**src/rtl/pc_gen_pkg.sv**
```systemverilog
// Shared defines for the fetch front end:
// state encoding, reset/step defaults and common constants.
package pc_gen_pkg;

  localparam logic        EN        = 1'b1;
  localparam logic [31:0] ZERO_WORD = 32'h0;

  localparam logic [31:0] PC_RESET_VEC  = 32'h0;
  localparam int          PC_INST_BYTES = 4;

  typedef enum logic [1:0] {
    S_IDLE       = 2'd0,
    S_RUN        = 2'd1,
    S_HOLD_REDIR = 2'd2
  } pc_state_e;

endpackage

```
**src/rtl/pc_gen_if.sv**
```systemverilog
// Fetch request / redirect bundle between the
// pipeline control side and the pc generator.
interface pc_gen_if #(
  parameter int ADDR_W  = 32,
  parameter int STALL_W = 6,
  parameter int N_REDIR = 2
);

  logic [STALL_W-1:0]        stall;
  logic [N_REDIR-1:0]        redir_valid;
  logic [N_REDIR*ADDR_W-1:0] redir_addr;
  logic                      fetch_ready;
  logic                      fetch_valid;
  logic [ADDR_W-1:0]         fetch_addr;
  logic [ADDR_W-1:0]         pc;
  logic                      ce;
  logic                      flush;
  logic                      misalign;

  modport master (
    output stall, redir_valid, redir_addr,
    output fetch_ready,
    input  fetch_valid, fetch_addr, pc,
    input  ce, flush, misalign
  );

  modport slave (
    input  stall, redir_valid, redir_addr,
    input  fetch_ready,
    output fetch_valid, fetch_addr, pc,
    output ce, flush, misalign
  );

endinterface

```
**src/rtl/pc_gen_redir_arb.sv**
```systemverilog
// Fixed-priority redirect picker; channel 0 wins.
// Purely combinational.
module redir_arb #(
  parameter int N_REDIR = 2,
  parameter int ADDR_W  = 32
) (
  input  logic [N_REDIR-1:0]        valid,
  input  logic [N_REDIR*ADDR_W-1:0] addr,
  output logic                      hit,
  output logic [ADDR_W-1:0]         sel
);

  // Walk high to low so the lowest hit is the last write.
  always_comb begin
    hit = 1'b0;
    sel = '0;
    for (int k = N_REDIR - 1; k >= 0; k--) begin
      if (valid[k]) begin
        hit = 1'b1;
        sel = addr[k*ADDR_W +: ADDR_W];
      end
    end
  end

endmodule

```
**src/rtl/pc_gen.sv**
```systemverilog
// Program counter generator with a held fetch
// request and deferred redirect capture.
module pc_gen
  import pc_gen_pkg::*;
#(
  parameter int ADDR_W = 32,
  parameter logic [ADDR_W-1:0] RESET_VECTOR =
    ADDR_W'(PC_RESET_VEC),
  parameter int INST_BYTES = PC_INST_BYTES,
  parameter int STALL_W    = 6,
  parameter int N_REDIR    = 2
) (
  input logic     clk,
  input logic     rst,
  pc_gen_if.slave bus
);

  localparam logic [ADDR_W-1:0] LOW_MASK =
    ADDR_W'(INST_BYTES - 1);
  localparam logic [ADDR_W-1:0] STEP =
    ADDR_W'(INST_BYTES);

  pc_state_e         state_q, state_d;
  logic [ADDR_W-1:0] pc_q, pc_d;
  logic [ADDR_W-1:0] pend_addr_q, pend_addr_d;
  logic              pend_mis_q, pend_mis_d;
  logic              held_q, held_d;
  logic              ce_q, ce_d;
  logic              flush_q, flush_d;
  logic              mis_q, mis_d;

  logic              hit;
  logic [ADDR_W-1:0] sel;
  logic [ADDR_W-1:0] tgt;
  logic              tgt_mis;
  logic              fv;
  logic              hs;
  logic              wait_w;
  logic              unused_stall;

  redir_arb #(
    .N_REDIR (N_REDIR),
    .ADDR_W  (ADDR_W)
  ) u_arb (
    .valid (bus.redir_valid),
    .addr  (bus.redir_addr),
    .hit   (hit),
    .sel   (sel)
  );

  assign tgt     = sel & ~LOW_MASK;
  assign tgt_mis = |(sel & LOW_MASK);

  // A held request stays valid even if stall rises.
  assign fv = (state_q != S_IDLE) &&
              (!bus.stall[0] || held_q);
  assign hs     = fv && bus.fetch_ready;
  assign wait_w = fv && !bus.fetch_ready;

  assign unused_stall = ^bus.stall;

  always_comb begin
    state_d     = state_q;
    pc_d        = pc_q;
    pend_addr_d = pend_addr_q;
    pend_mis_d  = pend_mis_q;
    held_d      = held_q;
    ce_d        = ce_q;
    flush_d     = 1'b0;
    mis_d       = 1'b0;
    unique case (state_q)
      S_IDLE: begin
        state_d = S_RUN;
        ce_d    = EN;
      end
      S_RUN: begin
        held_d = wait_w;
        if (hit && !wait_w) begin
          pc_d    = tgt;
          flush_d = 1'b1;
          mis_d   = tgt_mis;
        end else if (hit) begin
          pend_addr_d = tgt;
          pend_mis_d  = tgt_mis;
          state_d     = S_HOLD_REDIR;
        end else if (hs) begin
          pc_d = pc_q + STEP;
        end
      end
      S_HOLD_REDIR: begin
        held_d = wait_w;
        if (hs) begin
          state_d     = S_RUN;
          flush_d     = 1'b1;
          pend_addr_d = ZERO_WORD[ADDR_W-1:0];
          pend_mis_d  = 1'b0;
          if (hit) begin
            pc_d  = tgt;
            mis_d = tgt_mis;
          end else begin
            pc_d  = pend_addr_q;
            mis_d = pend_mis_q;
          end
        end else if (hit) begin
          pend_addr_d = tgt;
          pend_mis_d  = tgt_mis;
        end
      end
      default: begin
        state_d = S_IDLE;
      end
    endcase
  end

  always_ff @(posedge clk) begin
    if (rst) begin
      state_q     <= S_IDLE;
      pc_q        <= RESET_VECTOR;
      pend_addr_q <= ZERO_WORD[ADDR_W-1:0];
      pend_mis_q  <= 1'b0;
      held_q      <= 1'b0;
      ce_q        <= 1'b0;
      flush_q     <= 1'b0;
      mis_q       <= 1'b0;
    end else begin
      state_q     <= state_d;
      pc_q        <= pc_d;
      pend_addr_q <= pend_addr_d;
      pend_mis_q  <= pend_mis_d;
      held_q      <= held_d;
      ce_q        <= ce_d;
      flush_q     <= flush_d;
      mis_q       <= mis_d;
    end
  end

  assign bus.fetch_valid = fv;
  assign bus.fetch_addr  = pc_q;
  assign bus.pc          = pc_q;
  assign bus.ce          = ce_q;
  assign bus.flush       = flush_q;
  assign bus.misalign    = mis_q;

endmodule

```
**src/flat_wrapper.sv**
```systemverilog
// flat-port wrapper written by rule: the top's interface ports become plain ports
module pc_gen_flat import pc_gen_pkg::*;
#(
  parameter int ADDR_W = 32,
  parameter logic [ADDR_W-1:0] RESET_VECTOR =
    ADDR_W'(PC_RESET_VEC),
  parameter int INST_BYTES = PC_INST_BYTES,
  parameter int STALL_W    = 6,
  parameter int N_REDIR    = 2
)
  (clk, rst, bus_stall, bus_redir_valid, bus_redir_addr, bus_fetch_ready, bus_fetch_valid, bus_fetch_addr, bus_pc, bus_ce, bus_flush, bus_misalign);
  pc_gen_if #(.ADDR_W(ADDR_W), .STALL_W(STALL_W), .N_REDIR(N_REDIR)) bus_i ();
  input logic clk;
  input logic rst;
  input wire logic [$bits(bus_i.stall)-1:0] bus_stall;
  input wire logic [$bits(bus_i.redir_valid)-1:0] bus_redir_valid;
  input wire logic [$bits(bus_i.redir_addr)-1:0] bus_redir_addr;
  input wire logic [$bits(bus_i.fetch_ready)-1:0] bus_fetch_ready;
  output wire logic [$bits(bus_i.fetch_valid)-1:0] bus_fetch_valid;
  output wire logic [$bits(bus_i.fetch_addr)-1:0] bus_fetch_addr;
  output wire logic [$bits(bus_i.pc)-1:0] bus_pc;
  output wire logic [$bits(bus_i.ce)-1:0] bus_ce;
  output wire logic [$bits(bus_i.flush)-1:0] bus_flush;
  output wire logic [$bits(bus_i.misalign)-1:0] bus_misalign;
  assign bus_i.stall = bus_stall;
  assign bus_i.redir_valid = bus_redir_valid;
  assign bus_i.redir_addr = bus_redir_addr;
  assign bus_i.fetch_ready = bus_fetch_ready;
  assign bus_fetch_valid = bus_i.fetch_valid;
  assign bus_fetch_addr = bus_i.fetch_addr;
  assign bus_pc = bus_i.pc;
  assign bus_ce = bus_i.ce;
  assign bus_flush = bus_i.flush;
  assign bus_misalign = bus_i.misalign;
  pc_gen #(.ADDR_W(ADDR_W), .RESET_VECTOR(RESET_VECTOR), .INST_BYTES(INST_BYTES), .STALL_W(STALL_W), .N_REDIR(N_REDIR)) u_core (.clk(clk), .rst(rst), .bus(bus_i));
endmodule
```
**config.mk**
```make
export PLATFORM = sky130hd
export DESIGN_NAME = pc_gen_flat
export DESIGN_NICKNAME = d
export VERILOG_FILES = /design/src/rtl/pc_gen_pkg.sv /design/src/rtl/pc_gen_if.sv /design/src/rtl/pc_gen_redir_arb.sv /design/src/rtl/pc_gen.sv /design/src/flat_wrapper.sv
export SDC_FILE = /design/constraint.sdc
export NUM_CORES = 1
export LEC_CHECK = 0
export ABC_CLOCK_PERIOD_IN_PS = 5500
export CAP_MARGIN = 20
export CORE_MARGIN = 1.5
export CORE_UTILIZATION = 35
export CTS_CLUSTER_SIZE = 8
export DETAILED_ROUTE_END_ITERATION = 6
export PLACE_DENSITY = 0.6
export SLEW_MARGIN = 20
export SYNTH_ARGS = -nofsm -noshare
export SYNTH_HDL_FRONTEND = slang
export SYNTH_SLANG_ARGS = --single-unit
```
**constraint.sdc**
```tcl
create_clock -name clk -period 5.5 [get_ports clk]
set_clock_uncertainty 0.1 [all_clocks]
set_input_delay 0.55 -clock clk [delete_from_list [all_inputs] [get_ports clk]]
set_output_delay 0.55 -clock clk [all_outputs]
set_load 0.01 [all_outputs]
```
# --- After elaboration in Yosys (flattened, before gate mapping) ---
# Index checks and enable logic that the tools add are counted.
totals:
  ff_bits: 71
  output_inout_bits: 68
  wordCells: 59
classes:
  add_sub_neg: 1
  n_eq_ne: 7
  n_mux: 27
  reduce_logical: 16
op_table:
  columns: ["cell", "n"]
  rows:
  - ["2-to-1 mux 32 bit", 9]
  - ["one-hot mux 32 bit (2 select lines)", 2]
  - ["adder 32 x 3 -> 32 bit (second input constant)", 1]
  - ["2-to-1 mux 1 bit", 9]
  - ["2-to-1 mux 2 bit", 3]
  - ["one-hot mux 1 bit (2 select lines)", 3]
  - ["one-hot mux 2 bit (3 select lines)", 1]
  - ["logical AND 1 bit", 4]
  - ["inequality test 2 x 1 -> 1 bit (second input constant)", 2]
  - ["AND reduction 4 bit", 1]
  - ["nonzero test 2 bit", 2]
  - ["OR reduction 2 bit", 2]
  - ["zero test 1 bit", 3]
  - ["inequality test 3 x 1 -> 1 bit (second input constant)", 1]
  - ["inequality test 3 bit (second input constant)", 1]
  - ["AND reduction 3 bit", 1]
  - ["equality test 2 x 1 -> 1 bit (second input constant)", 1]
  - ["equality test 2 bit (second input constant)", 1]
  - ["zero test 2 bit", 1]
  - ["inequality test 2 bit (second input constant)", 1]
  - ["AND reduction 2 bit", 1]
  - ["logical OR 1 bit", 1]

# --- Depth between registers and ports, before layout ---
# Gate-level depths: netlist of the first run.
logic_depth:
  ltp_word: 8
  mapped_depth: 9
  mapped_depth_nobuf: 7

# --- Modules after synthesis ---
# A second synthesis of the first run with hierarchy kept.
hier_totals:
  cells_unflattened: 568
  area_unflattened_um2: 4768.3
by_module_without_submodules:
  columns: ["module", "n_inst", "cells_per_inst", "area_each_um2"]
  rows:
  - ["pc_gen", 1, 523, 4400.5]
  - ["redir_arb", 1, 45, 367.9]

# --- Worst setup path after synthesis of the first run ---
# No wires, ideal clock.
synth_path:
  kind: "register to register"
  from: "register u_core.pc_q[2], in the netlist u_core.bus.fetch_addr[2]"
  to: "register u_core.pc_q[30], in the netlist u_core.bus.fetch_addr[30]"
  setup_time_ns: 0.134
  t_arrival_ns: 1.981
  required_ns: 5.266
  slack_ns: 3.285
  path_stages_with_launch: 8
  n_path_buf: 1
  path_cell_list: "dfxtp_1 > ha_1 > nand3_2 > or3_1 > buf_6 > o31a_2 > o31ai_1 > o22ai_1"
synth_between:
  elab_chain_cells: 5
synth_lines:
  columns: ["item", "line", "source"]
  rows:
  - ["start: declaration", "pc_gen.sv:24", "logic [ADDR_W-1:0] pc_q, pc_d;"]
  - ["start signal: assignment", "pc_gen.sv:127", "pc_q <= pc_d;"]
  - ["adder 32 x 3 -> 32 bit", "pc_gen.sv:87", "pc_d = pc_q + STEP;"]
  - ["2-to-1 mux 32 bit", "pc_gen.sv:86", "end else if (hs) begin"]
  - ["2-to-1 mux 32 bit", "pc_gen.sv:82", "end else if (hit) begin"]
  - ["2-to-1 mux 32 bit", "pc_gen.sv:78", "if (hit && !wait_w) begin"]
  - ["one-hot mux 32 bit (2 select lines)", "pc_gen.sv:71", "unique case (state_q)"]
# Every way passes these cells. The select of a mux whose other input is x is not followed.
# A chain may end at the register's enable or synchronous reset.

# --- Final worst setup path of the first run ---
layout_path:
  from: "input bus_redir_valid[1]"
  to: "register u_core.pend_addr_q[19]"
layout_between:
  elab_chain_cells: 5
layout_lines:
  columns: ["item", "line", "source"]
  rows:
  - ["start: declaration", "flat_wrapper.sv:16", "input wire logic [$bits(bus_i.redir_valid)-1:0] bus_redir_valid;"]
  - ["2-to-1 mux 32 bit or 2-to-1 mux 1 bit (tied branches) (2 in a row)", "pc_gen_redir_arb.sv:18", "if (valid[k]) begin"]
  - ["2-to-1 mux 32 bit or logical AND 1 bit (tied branches)", null, null]
  - ["2-to-1 mux 32 bit (tied with other cells)", "pc_gen.sv:92", "if (hs) begin"]
  - ["one-hot mux 32 bit (2 select lines) or AND reduction 2 bit (tied branches)", null, null]
  - ["end signal: assignment", "pc_gen.sv:119", "pend_addr_q <= ZERO_WORD[ADDR_W-1:0];"]
  - ["end signal: assignment", "pc_gen.sv:128", "pend_addr_q <= pend_addr_d;"]
  - ["end: declaration", "pc_gen.sv:25", "logic [ADDR_W-1:0] pend_addr_q, pend_addr_d;"]
# Parallel ways exist; a longest one is shown, timed or not. The select of a mux whose other input is x is not followed.

==> summary.md, run 1 <==
| Metric | Value |
|---|---|
| Largest net degree at the start of global routing | `between 70 and 80` |
| Post-Route WL | `between 15000 and 20000 um` |
| Dominant combinational cell family by area after synthesis | `compound AO/OA/AOI/OAI gates` |
| Detailed Route Iter0 Violations | `a little under 500` |
| Antenna violations before repair | `0` |
| Number of filler instances in the final layout | `roughly 1400` |
| Most frequent cells after synthesis | `78 x nand2_1, 71 x dfxtp_1, 62 x a21oi_1` |
| Post-layout min period | `between 3000 and 4000 ps` |
| Remaining antenna violation count after routing | `0` |
| Clk Latency, worst-skew pair | `between 300 and 400 ps` |
| CTS H-tree lvls | `3` |
| Post-synthesis to final-layout area growth | `30.0%` |
| Most common cell in the netlist | `nand2_1` |
| Area share of fa/ha/maj cells after synthesis | `~1.3%` |
| VDD IR max | `between 0.2 and 0.25 mV` |
| Cell types with the largest area share after synthesis | `dfxtp_1 29%, a21oi_1 6.3%, nand2_1 6.0%` |
| Die width | `121 um` |
| Setup repair after global routing missed its margin | `no` |
| Maximum fanout encountered on the critical timing path | `47` |
| Hold Crit Class | `reg2reg` |
| Total Routing Usage GR | `a little under a quarter` |
| Root Buffer Master | `clkbuf_16` |
| Clock tree from TritonCTS | `done` |
| Sum of negative setup slack | `0 ps` |
| Post-synthesis sequential element count | `71` |
| Share of synthesized area spent on multiplexers | `around 4.9%` |
| Clock buffer count from CTS | `9` |
| Fraction of synthesized cell area in xor and xnor cells | `about 2.1%` |
| Setup Fix Bufs, Post-CTS | `0` |
| Placed Area | `around 6100 um2` |
| Min-Delay Startpoint | `u_core.pend_addr_q[6]` |
| WL per Instance | `between 15 and 20 um` |
| Distinct cell type count after synthesis | `69` |
| Height of the chip | `roughly 120 um` |
| Via total after detailed routing | `5317` |
| Share of post-route cells with drive strength above 1 | `around 6.2%` |
| Grt peak-use layer | `met2` |
| Critical path launch point type | `input pin` |
| Total standard cell area after synthesis | `between 4000 and 5000 um2` |
| Kind of capture point of the worst setup path | `register` |
| Upper clock frequency limit | `between 300 and 400 MHz` |
| CTS resizes | `0` |
| Yosys top cell area share | `29.0%` |
| Crit path required time | `5590 ps` |
| Design Area, Final | `approximately 6400 um2` |
| Fraction of the core area covered by cells at the end of the flow | `46.3%` |
| Maxcap violations | `0` |
| Register clock-pin slew on the reported worst setup and hold paths | `about 60 ps` |
| Critical Path Source | `bus_redir_valid[1]` |
| Cell count of the worst hold path | `2` |
| Number of nets in the synthesized netlist | `727` |
| Setup-failing EPs final | `0` |
| Number of buffers added on ports | `between 100 and 150` |
| Clock sink count | `71` |
| Ant diodes | `0` |
| Final RePlAce weighted congestion | `0.840` |
| Wire length of the first global-routing pass | `around 26000 um` |
| Actual slew at the worst max-slew pin | `slightly above 1000 ps` |
| Count of warnings emitted by yosys | `0` |
| Cells after synthesis | `between 600 and 700` |
| Leakage power summed over all cells | `~0.0022 uW` |
| Post-route fraction of the period consumed by the critical path | `57.4%` |
| Top_reg_cell synth | `dfxtp_1` |
| Met1 capacity usage during global routing | `32.1%` |
| Synth Area in Compound Gates | `~28%` |
| Number of global-route vias before repair | `a little under 5000` |
| Launch point of the worst reg-to-reg path | `u_core.state_q[0]` |
| Post-Synthesis Mean Instance Area | `roughly 7.6 um2` |
| Power density over the cells | `463 nW/um2` |
| Flop2flop setup slack | `around 2300 ps` |
| Yosys top cell by area | `dfxtp_1` |
| Max Slew Vio Count | `0` |
| Boundary Pins | `~140` |
| Final Hold Fails | `0` |
| Count of TritonRoute iterations in the first routing pass | `6` |
| Detailed-route DRC error count | `0` |
| Max Root-Sink Buffers | `2` |
| Starting utilization of the core area | `about 36%` |
| Total Die Area | `between 10000 and 15000 um2` |
| Result of the run | `complete, no violations` |
| Kind of critical path | `in2reg` |
| Total Power Consumption | `just under 3000 uW` |
| Nets | `~800` |
| Portion of the post-synthesis area used by sequential elements | `between 20% and 30%` |
| Data arrival, critical path | `around 3300 ps` |
| Met2 usage in global routing | `roughly 36%` |
| Worst R2R Path Depth | `10` |
| Quantity of hold-fixing buffers added after cts | `0` |
| Routed via count divided by cell count | `5.90` |
| Placeable core region | `13800 um2` |
| Basic-gate share of the synthesized area counting and, or, nand and nor cells | `between 20% and 30%` |
| HPWL after detailed placement | `approximately 12000 um` |
| Fraction of met3 tracks used by global routing | `about 4.2%` |
| Capture endpoint of the worst hold path | `u_core.pend_addr_q[6]` |
| Share of synthesized flip-flops with an asynchronous set or reset | `0%` |
| Normalized max-slew margin | `31.0%` |
| Aggregate global routing overflow | `0` |
| Worst reg2reg endpoint | `u_core.bus.fetch_addr[7]` |
| Number of enable flip-flop cells after synthesis | `0` |
| Num rows | `43` |
==> cell usage in the layout (no fill, tap or decap), types with 4 or more instances in the layout <==
cell type        netlist  routed
nand2b_1               5       5
inv_1                 10      10
a221oi_1               4       4
nand2_1               78      78
and4_1                 7       7
ha_1                   5       5
o31a_1                 4       4
nor4_1                12      12
nand3_1               32      32
o31ai_1                7       7
dfxtp_1               71      71
mux2i_1               23      23
nor2_1                36      36
nand4_1                7       7
a21oi_1               62      61
buf_4                 32      11
o31a_2                 4       4
xor2_1                 6       6
clkdlybuf4s50_1        0     134
a22oi_1                5       5
nor3_1                13      13
a222oi_1               8       8
a221o_1                5       5
o211ai_1              12      12
xnor2_1                6       6
o21ai_0               36      35
a211oi_1              12      12
a31oi_1                4       4
or3_1                 15      15
clkbuf_16              0       9
o22ai_1               12      12
==> worst max-delay path, stage by stage <==
cell and delay [ps]:
buf_2 680, nor2_1 110, buf_4 260, a21oi_4 130, buf_4 460, a21oi_1 430, buf_4 330, a32oi_1 200
nor2_1 60
==> logic make-up (layout without fill, tap and decap cells) <==
kind of cell | count (synthesis) | after routing
AOI/OAI and AO/OA | 207 | 207
buffers and inverters | 100 | 174
muxes | 24 | 24
xor gates and xnor gates | 12 | 12
adders and majority gates | 5 | 5
DFF | 71 | 71
and+or+nand+nor | 228 | 228
==> layout make-up <==
cell class                      instances  area [um2]  share of cell area [%]
Multi-Input combinational cell        476        2960                    46.5
Tap cell                              180         225                    3.53
Timing Repair Buffer                  148        1440                    22.6
Clock inverter                          4        45.0                   0.706
Clock buffer                           12         246                    3.86
Sequential cell                        71        1420                    22.3
Inverter                               10        37.5                   0.588
==> per-layer routing <==
metal  part of all wire [%]  up-vias
met5                      0        -
met4                    2.1        0
met3                    7.9       29
met2                     45      247
met1                     45     2522
li1                       -     2519
==> where the power goes <==
part           internal [uW]  leakage [uW]  switching [uW]
clock network            361      0.000146             219
registers                672      0.000580             199
logic                    670       0.00145             836
total                   1700       0.00217            1250
==> worst max-delay path by stage <==
stage	end	slack (ps)	cells past startpoint
2_1_floorplan	u_core.bus.fetch_addr[30]	3290	7
3_3_place_gp	u_core.pend_addr_q[19]	2110	9
3_5_place_dp	u_core.pend_addr_q[19]	2080	9
4_1_cts	u_core.pend_addr_q[19]	2410	9
5_1_grt	u_core.pend_addr_q[19]	2160	9
6_report	u_core.pend_addr_q[19]	2340	9
==> registers in the layout, indices dropped and copies added (netlist names) <==
signal                 count
u_core.bus.misalign        1
u_core.held_q              1
u_core.pend_mis_q          1
u_core.pend_addr_q        32
u_core.bus.fetch_addr     32
u_core.bus.flush           1
u_core.state_q             2
u_core.bus.ce              1
==> per-stage QoR <==
step                      hold slack [ps]  cells  worst slack (ps)
after detailed placement              344    885              2080
after global placement                336    885              2110
final                                 349    901              2340
after floorplan                       329    647              3290
after global routing                  364    901              2160
after CTS                             350    901              2410
(Power assumes the default switching activity.)
==> run 2: changes to the inputs <==
--- a/config.mk
+++ b/config.mk
@@ -5,7 +5,7 @@
 export SDC_FILE = /design/constraint.sdc
 export NUM_CORES = 1
 export LEC_CHECK = 0
-export ABC_CLOCK_PERIOD_IN_PS = 5500
+export ABC_CLOCK_PERIOD_IN_PS = 3200
 export CAP_MARGIN = 20
 export CORE_MARGIN = 1.5
 export CORE_UTILIZATION = 35
==> constraint.sdc (replaced) <==
create_clock -name clk -period 3.2 [get_ports clk]
set_clock_uncertainty 0.1 [all_clocks]
set_input_delay 0.32 -clock clk [delete_from_list [all_inputs] [get_ports clk]]
set_output_delay 0.32 -clock clk [all_outputs]
set_load 0.01 [all_outputs]
==> summary.md, run 2 (synthesis results as in run 1) <==
| Metric | Value |
|---|---|
| Result of the run | `complete, no violations (unchanged)` |
| Critical path launch point type | `register (was input pin)` |
| Combined buffer and inverter count along the critical path | `2 (was 4)` |
| Kind of capture point of the worst setup path | `register (unchanged)` |
| Clock buffer count from CTS | `9 (unchanged)` |
| Setup-failing EPs final | `0 (unchanged)` |
| Placed Cells incl. Taps | `892 (was 885)` |
| Commonest cells after routing, fill and taps aside | `134 x clkdlybuf4s50_1, 78 x nand2_1, 71 x dfxtp_1, 61 x a21oi_1, 36 x nor2_1 (unchanged)` |
| Num rows | `43 (unchanged)` |
| Register area | `1420 um2 (unchanged)` |
| Max Root-Sink Buffers | `2 (unchanged)` |
| Count of TritonRoute iterations in the first routing pass | `6 (unchanged)` |
| Aggregate global routing overflow | `0 (unchanged)` |
| Maximum fanout encountered on the critical timing path | `12 (was 47)` |
| Post-Route WL | `16900 um (was 17000 um)` |
| Nets | `803 (was 796)` |
| Post-route fraction of the period consumed by the critical path | `roughly 80%` |
| Worst R2R Path Depth | `8 (was 10)` |
| Leakage power summed over all cells | `0.00219 uW (was 0.00217 uW)` |
| Via total after detailed routing | `5349 (was 5317)` |
| Register clock-pin slew on the reported worst setup and hold paths | `60 ps (about the same)` |
| Share of post-route cells with drive strength above 1 | `7.15% (was 6.24%)` |
| Cell count of the worst hold path | `2 (unchanged)` |
| Data arrival, critical path | `2730 ps (was 3250 ps)` |
| Normalized max-slew margin | `47.6% (was 31.0%)` |
| Root Buffer Master | `clkbuf_16 (unchanged)` |
| Number of cells on the critical path | `8 (was 9)` |
| Footprint of the multi-input gates | `2960 um2 (about the same)` |
| Final Hold Fails | `0 (unchanged)` |
| HPWL after detailed placement | `12000 um (was 11500 um)` |
| Total Die Area | `14700 um2 (unchanged)` |
| Die width | `121 um (unchanged)` |
| Clock sink count | `71 (unchanged)` |
| Number of buffers added on ports | `137 (unchanged)` |
| Ant diodes | `0 (unchanged)` |
| Placeable core region | `13800 um2 (unchanged)` |
| Clk Latency, worst-skew pair | `330 ps (was 340 ps)` |
| Remaining antenna violation count after routing | `0 (unchanged)` |
| Hold Crit Class | `reg2reg (unchanged)` |
| Crit path required time | `3290 ps (was 5590 ps)` |
| Detailed Route Iter0 Violations | `556 (was 493)` |
| Quantity of hold-fixing buffers added after cts | `0 (unchanged)` |
| Fraction of the core area covered by cells at the end of the flow | `46.4% (was 46.3%)` |
| Actual slew at the worst max-slew pin | `786 ps (was 1030 ps)` |
| Final instance count without filler cells | `907 (was 901)` |
| Starting utilization of the core area | `35.6% (unchanged)` |
| Height of the chip | `121 um (unchanged)` |
| Commonest non-fill, non-tap cell in the layout | `clkdlybuf4s50_1 (unchanged)` |
| Antenna violations before repair | `0 (unchanged)` |
| Wire length of the first global-routing pass | `26300 um (was 26400 um)` |
| CP max stage cell | `nor2_1 (was buf_2)` |
| Sum of negative setup slack | `0 ps (unchanged)` |
| VDD IR max | `0.371 mV (was 0.209 mV)` |
| Detailed-route DRC error count | `0 (unchanged)` |
| Post-layout min period | `approximately 2600 ps` |
| CTS resizes | `0 (unchanged)` |
| Final RePlAce weighted congestion | `0.864 (was 0.840)` |
| WL per Instance | `18.7 um (was 18.9 um)` |
| Boundary Pins | `143 (unchanged)` |
| Number of global-route vias before repair | `4875 (was 4904)` |
| Power density over the cells | `781 nW/um2 (was 463 nW/um2)` |
| Post-synthesis to final-layout area growth | `30.3% (was 30.0%)` |
| Setup Fix Bufs, Post-CTS | `0 (unchanged)` |
| Clock tree from TritonCTS | `done (unchanged)` |
| Cell breakdown of the critical path | `inv_1 > ha_1 > nand2b_1 > nor2_1 > nand2_1 > buf_4 > a21oi_1 > nor3b_1 (was buf_2 > nor2_1 > buf_4 > a21oi_4 > buf_4 > a21oi_1 > buf_4 > a32oi_1 > nor2_1)` |
| Max Slew Vio Count | `0 (unchanged)` |
| Delay-heaviest family, CP | `simple AND/OR/NAND/NOR gates (was buffers and inverters)` |
| Routed via count divided by cell count | `5.90 (about the same)` |
| Number of filler instances in the final layout | `1401 (was 1394)` |
| Total Routing Usage GR | `22.9% (was 23.1%)` |
| Largest net degree at the start of global routing | `44 (was 75)` |
| Setup repair after global routing missed its margin | `no (unchanged)` |
| Upper clock frequency limit | `~380 MHz` |
| Maxcap violations | `0 (unchanged)` |
| Kind of critical path | `reg2reg (was in2reg)` |
| Worst stage delay on the critical path | `470 ps (was 680 ps)` |
| CTS H-tree lvls | `3 (unchanged)` |
==> run 2: tightest hold or removal path, cell delays in order, from the launching register on <==
cell and delay [ps]:
dfxtp_1 310, nand2_1 50, a21oi_1 50
==> run 2: metrics by stage <==
step / worst slack (ps) / hold slack [ps] / power (uW) / area, um2
2_1_floorplan: 985 / 329 / 3110 / 4910
3_3_place_gp: 615 / 335 / 4010 / 6130
3_5_place_dp: 535 / 343 / 4070 / 6130
4_1_cts: 605 / 350 / 4990 / 6400
5_1_grt: 458 / 364 / 5310 / 6400
6_report: 566 / 352 / 5000 / 6400
==> run 2: worst paths after layout <==
path / from / to / slack, ps
worst min register to register: u_core.pend_addr_q[22] / u_core.pend_addr_q[22] / 350
worst min-delay path: u_core.pend_addr_q[22] / u_core.pend_addr_q[22] / 350
worst max-delay path: u_core.state_q[0] / u_core.pend_addr_q[1] / 570
worst max register to register: u_core.state_q[0] / u_core.pend_addr_q[1] / 570
==> run 2: where the power goes <==
part / total [uW] / switching [uW] / internal [uW]
registers: 1480 / 328 / 1150
logic: 2590 / 1420 / 1180
clock network: 923 / 386 / 538
total: 5000 / 2130 / 2870
==> run 2: final cells by class <==
| cell class | count | area share (%) |
|---|---|---|
| Inverter | 10 | 0.587 |
| Timing Repair Buffer | 155 | 23.3 |
| Multi-Input combinational cell | 476 | 46.2 |
| Tap cell | 180 | 3.52 |
| Clock buffer | 11 | 3.79 |
| Sequential cell | 71 | 22.2 |
| Clock inverter | 4 | 0.352 |
==> run 2: metal layers <==
metal / track usage, % / wire, um
met1: 33.1 / 7600
met2: 34.3 / 7530
met3: 3.01 / 1330
met4: 8.68 / 457
met5: 0 / 0
